--- src/rtl/decoder_pkg.sv ---
// Shared encodings for the sequencing one-hot decoder: mode select values,
// controller states and the first index used by the autonomous modes.
package decoder_pkg;

    typedef enum logic [1:0] {
        MODE_DIRECT = 2'd0,
        MODE_SCAN   = 2'd1,
        MODE_SWEEP  = 2'd2,
        MODE_RSVD   = 2'd3
    } mode_e;

    typedef enum logic [1:0] {
        ST_IDLE  = 2'd0,
        ST_SCAN  = 2'd1,
        ST_SWEEP = 2'd2
    } state_e;

    // Index 0 is a hard-wired register when skip_zero is set, so sequencing starts at 1.
    function automatic int unsigned first_idx(input bit skip_zero);
        return skip_zero ? 32'd1 : 32'd0;
    endfunction

endpackage

--- src/rtl/onehot_dec.sv ---
// Combinational parametrised one-hot decoder with enable; all-zero when disabled.
module onehot_dec #(
    parameter int unsigned SEL_W = 5
) (
    input  logic                    en_i,
    input  logic [SEL_W-1:0]        sel_i,
    output logic [(1<<SEL_W)-1:0]   out_o
);

    always_comb begin
        out_o = '0;
        if (en_i) begin
            out_o[sel_i] = 1'b1;
        end
    end

endmodule

--- src/rtl/decoder_n_seq.sv ---
// Registered one-hot decoder with direct addressing plus one-shot SWEEP and
// rotating SCAN sequencing; each sequenced index is held SCAN_DIV cycles.
module decoder_n_seq
    import decoder_pkg::*;
#(
    parameter int unsigned SEL_W     = 5,
    parameter int unsigned SCAN_DIV  = 1,
    parameter bit          SKIP_ZERO = 1'b1,
    localparam int unsigned N_OUT    = 1 << SEL_W
) (
    input  logic             clk_i,
    input  logic             rst_i,
    input  logic             en_i,
    input  logic [SEL_W-1:0] select_i,
    input  logic [1:0]       mode_i,
    input  logic             start_i,
    input  logic             stop_i,
    output logic [N_OUT-1:0] out_o,
    output logic [SEL_W-1:0] out_index_o,
    output logic             busy_o,
    output logic             done_o
);

    localparam logic [SEL_W-1:0] FIRST    = SEL_W'(first_idx(SKIP_ZERO));
    localparam logic [SEL_W-1:0] IDX_LAST = '1;
    localparam logic [15:0]      DIV_LAST = 16'(SCAN_DIV - 1);

    state_e           state_q, state_d;
    logic [SEL_W-1:0] idx_q, idx_d;
    logic [15:0]      div_q, div_d;
    logic [N_OUT-1:0] out_q, out_d;
    logic [SEL_W-1:0] out_index_q, out_index_d;
    logic             done_q, done_d;

    logic             dec_en;
    logic [SEL_W-1:0] dec_sel;

    onehot_dec #(
        .SEL_W (SEL_W)
    ) u_dec (
        .en_i  (dec_en),
        .sel_i (dec_sel),
        .out_o (out_d)
    );

    assign out_index_d = dec_en ? dec_sel : '0;

    always_comb begin
        state_d = state_q;
        idx_d   = idx_q;
        div_d   = div_q;
        done_d  = 1'b0;
        dec_en  = 1'b0;
        dec_sel = idx_q;
        unique case (state_q)
            ST_IDLE: begin
                if (start_i && (mode_i == MODE_SCAN || mode_i == MODE_SWEEP)) begin
                    if (mode_i == MODE_SCAN) begin
                        state_d = ST_SCAN;
                    end else begin
                        state_d = ST_SWEEP;
                    end
                    idx_d   = FIRST;
                    div_d   = '0;
                    dec_sel = FIRST;
                    dec_en  = 1'b1;
                end else begin
                    dec_sel = select_i;
                    dec_en  = en_i && !(SKIP_ZERO && select_i == '0);
                end
            end
            ST_SCAN, ST_SWEEP: begin
                if (stop_i) begin
                    state_d = ST_IDLE;
                    div_d   = '0;
                end else if (div_q == DIV_LAST) begin
                    div_d = '0;
                    if (idx_q != IDX_LAST) begin
                        idx_d   = idx_q + SEL_W'(1);
                        dec_sel = idx_q + SEL_W'(1);
                        dec_en  = 1'b1;
                    end else if (state_q == ST_SCAN) begin
                        idx_d   = FIRST;
                        dec_sel = FIRST;
                        dec_en  = 1'b1;
                    end else begin
                        // Sweep finished: outputs drop and done pulses on the same edge.
                        state_d = ST_IDLE;
                        done_d  = 1'b1;
                    end
                end else begin
                    div_d  = div_q + 16'd1;
                    dec_en = 1'b1;
                end
            end
            default: begin
                state_d = ST_IDLE;
            end
        endcase
    end

    always_ff @(posedge clk_i) begin
        if (rst_i) begin
            state_q     <= ST_IDLE;
            idx_q       <= '0;
            div_q       <= '0;
            out_q       <= '0;
            out_index_q <= '0;
            done_q      <= 1'b0;
        end else begin
            state_q     <= state_d;
            idx_q       <= idx_d;
            div_q       <= div_d;
            out_q       <= out_d;
            out_index_q <= out_index_d;
            done_q      <= done_d;
        end
    end

    assign out_o       = out_q;
    assign out_index_o = out_index_q;
    assign busy_o      = (state_q != ST_IDLE);
    assign done_o      = done_q;

    a_out_onehot0: assert property (@(posedge clk_i) $onehot0(out_q));

endmodule

--- config.mk ---
export PLATFORM = sky130hd
export DESIGN_NAME = decoder_n_seq
export DESIGN_NICKNAME = d
export VERILOG_FILES = /design/src/rtl/decoder_pkg.sv /design/src/rtl/onehot_dec.sv /design/src/rtl/decoder_n_seq.sv
export SDC_FILE = /design/constraint.sdc
export NUM_CORES = 1
export LEC_CHECK = 0
export BUFFER_PORTS_ARGS = -buffer_cell sky130_fd_sc_hd__buf_2
export CORE_MARGIN = 3
export CORE_UTILIZATION = 35
export CTS_BUF_LIST = sky130_fd_sc_hd__clkbuf_4 sky130_fd_sc_hd__clkbuf_8 sky130_fd_sc_hd__clkbuf_16
export DETAILED_ROUTE_END_ITERATION = 10
export HOLD_SLACK_MARGIN = 0.1
export SYNTH_ARGS = -nofsm -noshare
export SYNTH_HDL_FRONTEND = slang
export SYNTH_HIERARCHICAL = 1
export SYNTH_SLANG_ARGS = --single-unit
--- constraint.sdc ---
create_clock -name clk_i -period 2.8 [get_ports clk_i]
set_input_delay 0.14 -clock clk_i [delete_from_list [all_inputs] [get_ports clk_i]]
set_output_delay 0.14 -clock clk_i [all_outputs]
set_load 0.05 [all_outputs]
==> results.cfg <==
[run_status]
outcome = completed

[clock_tree]
holdBufCountCts = 0
cts.clk_slew.worst_paths_ns = 0.07
worstSkewPairLatency_ns = 0.33
clock_path_buffers = 2
cts_tree = built
root_buffer = clkbuf_8
cts.sinks = 61
htreeDepth = 3
cts_buffers = 9
cts_setup_buffers = 0

[pwr]
p_leak_nw = 1.48
p_total_mw = 2.25
p_per_area_nw_per_um2 = 646
vdd_ir_drop_max_uv = 280

[layout]
stdcell_count = 499
fin_nets = 413
drive_gt1_frac = 0.239
diodes = 0
area_delta_synth_final_pct = 21.1

[drt]
met1_length_um = 2960
detail-route-antenna-nets = 0
drtIter0Drc = 83
routed-wl-met2_um = 3340
drt_first_pass_iters = 5
drc_errors = 0
met3_length_um = 322
routedWlPerCell_um = 13.5
viasPerCell = 4.94
top_layer_used = met4
dr_total_vias = 2463
finalWirelength_um = 6710

[global_routing]
globalRouteOverflowTotal = 0
grt_max_degree = 26
gr-usage-all-layers = 0.146
grt_pass1_vias = 2404
antenna_found_initial = 0
grt_pass1_wl_um = 11300

[sta]
final-hold-violation-count = 0
fin_crit_sh = 0.932
setup_viol = 0
period_minus_slack_ns = 2.61
skew_ns = 0.00646
maxSlewViolCount = 0
fmax_mhz = 383
max_slew_margin = 0.668
tightest_slew_ns = 0.497

[floorplan]
initial_core_util = 0.367
die_width_um = 96.7
io_pins = 51
fp.coreArea_um2 = 7850
die_area_um2 = 9360
row_count = 32
fp.dieH_um = 96.7

[critical_path]
critical_path_required_ns = 3.02
cp-end-kind = register
rr_worst_depth = 11
critPathLaunchType = register
critical_path_peak_fanout = 9
crit_arrival_ns = 2.82
critPathKind = reg2reg

[job]
max-cap-violations = 0

[synthesis]
synth.avg_cell_area_um2 = 8.60
ys_top_cells_by_count = 69 x nor2_1, 61 x dfxtp_1, 42 x nor2b_1, 14 x nand2_1, 14 x o21ai_0
synth_cells = 335
ys_async_sr_fraction = 0
yosys_warnings = 6
ys_ff_latch = 61
synthFlopType = dfxtp_1
synth.area.top_cells = dfxtp_1 42%, nor2b_1 9.1%, nor2_1 9.0%, xnor2_1 4.0%, ha_1 3.9%
ys_seq_area_frac = 0.424
ys_types = 53
synth_edf_count = 0
syn-num-nets = 356
synth_top_area_share = 0.424
netlist_area_um2 = 2880
synth_area_leader_cell = dfxtp_1
yosysMostFrequentCell = nor2_1

[place]
gp_congestion = 0.921
placed_cells = 483
io_buffers = 50
dp_hpwl_um = 5100

[hold_path]
hold_path.class = in2reg
hold-path-cell-count = 2
==> state kept, by name, indices dropped and copies added (netlist names) <==
signal and count:
out_o 32, div_q 16, idx_q 5, out_index_o 5, state_q 2, done_o 1
==> where the power goes <==
group	switching (mW)	internal (mW)	leakage, nW
Combinational	0.374	0.186	0.892
Sequential	0.0177	0.899	0.493
Clock	0.362	0.415	0.0971
==> through the flow <==
| stage | area (um2) | util | worst slack [ns] | setup TNS (ns) | hold slack, ns |
|---|---|---|---|---|---|
| 2_1_floorplan | 2880 | - | 0.316 | 0 | 0.335 |
| 3_3_place_gp | 3270 | 0.417 | 0.126 | 0 | 0.498 |
| 3_5_place_dp | 3270 | 0.417 | 0.0547 | 0 | 0.507 |
| 4_1_cts | 3470 | 0.442 | 0.0265 | 0 | 0.166 |
| 5_1_grt | 3490 | 0.445 | -0.00478 | -0.00478 | 0.194 |
| 6_report | 3490 | 0.445 | 0.192 | 0 | 0.184 |
==> worst max-delay path, stage by stage, from the launching register on <==
cell and delay, ns:
dfxtp_1 0.43, ha_2 0.23, and3_1 0.19, ha_2 0.26, nor2b_1 0.27, nand2_1 0.09, a311o_1 0.28, a21o_1 0.20
nand2_4 0.10, nand4bb_1 0.24, nor2_1 0.06, nor2b_1 0.13
==> routing by layer <==
layer  vias to the layer above  track usage
li1                       1245            -
met1                      1141        0.180
met2                        64        0.244
met3                        13       0.0353
met4                         0       0.0562
met5                         -            0
==> placed cells by master, fill, tap and decap left out, types with 3 or more instances in the layout <==
master,count
a211o_1,3
a21oi_1,8
a31oi_1,3
and3_1,3
and4_1,3
buf_2,50
buf_4,9
clkbuf_8,9
dfxtp_1,61
ha_1,7
inv_1,10
nand2_1,13
nand2b_1,9
nand3_1,5
nand4_1,8
nand4b_1,3
nand4bb_1,3
nor2_1,69
nor2b_1,42
nor3_1,5
nor3b_1,3
o21ai_0,13
or2_2,3
xnor2_1,13
==> final cells by class <==
cell class,count,area [um2]
Clock inverter,7,75.1
Multi-Input combinational cell,251,1590
Timing Repair Buffer,59,318
Sequential cell,61,1220
Tap cell,102,128
Fill cell,845,4360
Inverter,10,37.5
Clock buffer,9,124
==> path summary, 6_finish.rpt <==
path | slack (ns) | to | from
hold reg to reg | 0.52 | idx_q[4]$_SDFFE_PP0P_ | idx_q[4]$_SDFFE_PP0P_
setup reg to reg | 0.19 | out_o[18]$_SDFF_PP0_ | idx_q[0]$_SDFFE_PP0P_
setup / recovery | 0.19 | out_o[18]$_SDFF_PP0_ | idx_q[0]$_SDFFE_PP0P_
hold / removal | 0.18 | out_o[11]$_SDFF_PP0_ | rst_i
==> cells by family (layout without fill, tap and decap cells) <==
| family | Yosys count | after routing | share of synthesized area |
|---|---|---|---|
| AO/OA/AOI/OAI | 39 | 39 | 0.0873 |
| XOR/XNOR | 15 | 15 | 0.0456 |
| adder cells (fa/ha/maj) | 9 | 9 | 0.0391 |
| buffers and inverters | 23 | 85 | 0.0321 |
| flip-flops | 61 | 61 | 0.424 |
| multiplexers | 1 | 1 | 0.00347 |
| AND/OR/NAND/NOR | 187 | 187 | 0.369 |
==> what timing repair did <==
action | in CTS | in global routing
gates resized for setup | 0 | 7
endpoints found under the hold margin | 0 | 0
setup endpoints to repair | 0 | 32
(Power assumes the default switching activity.)
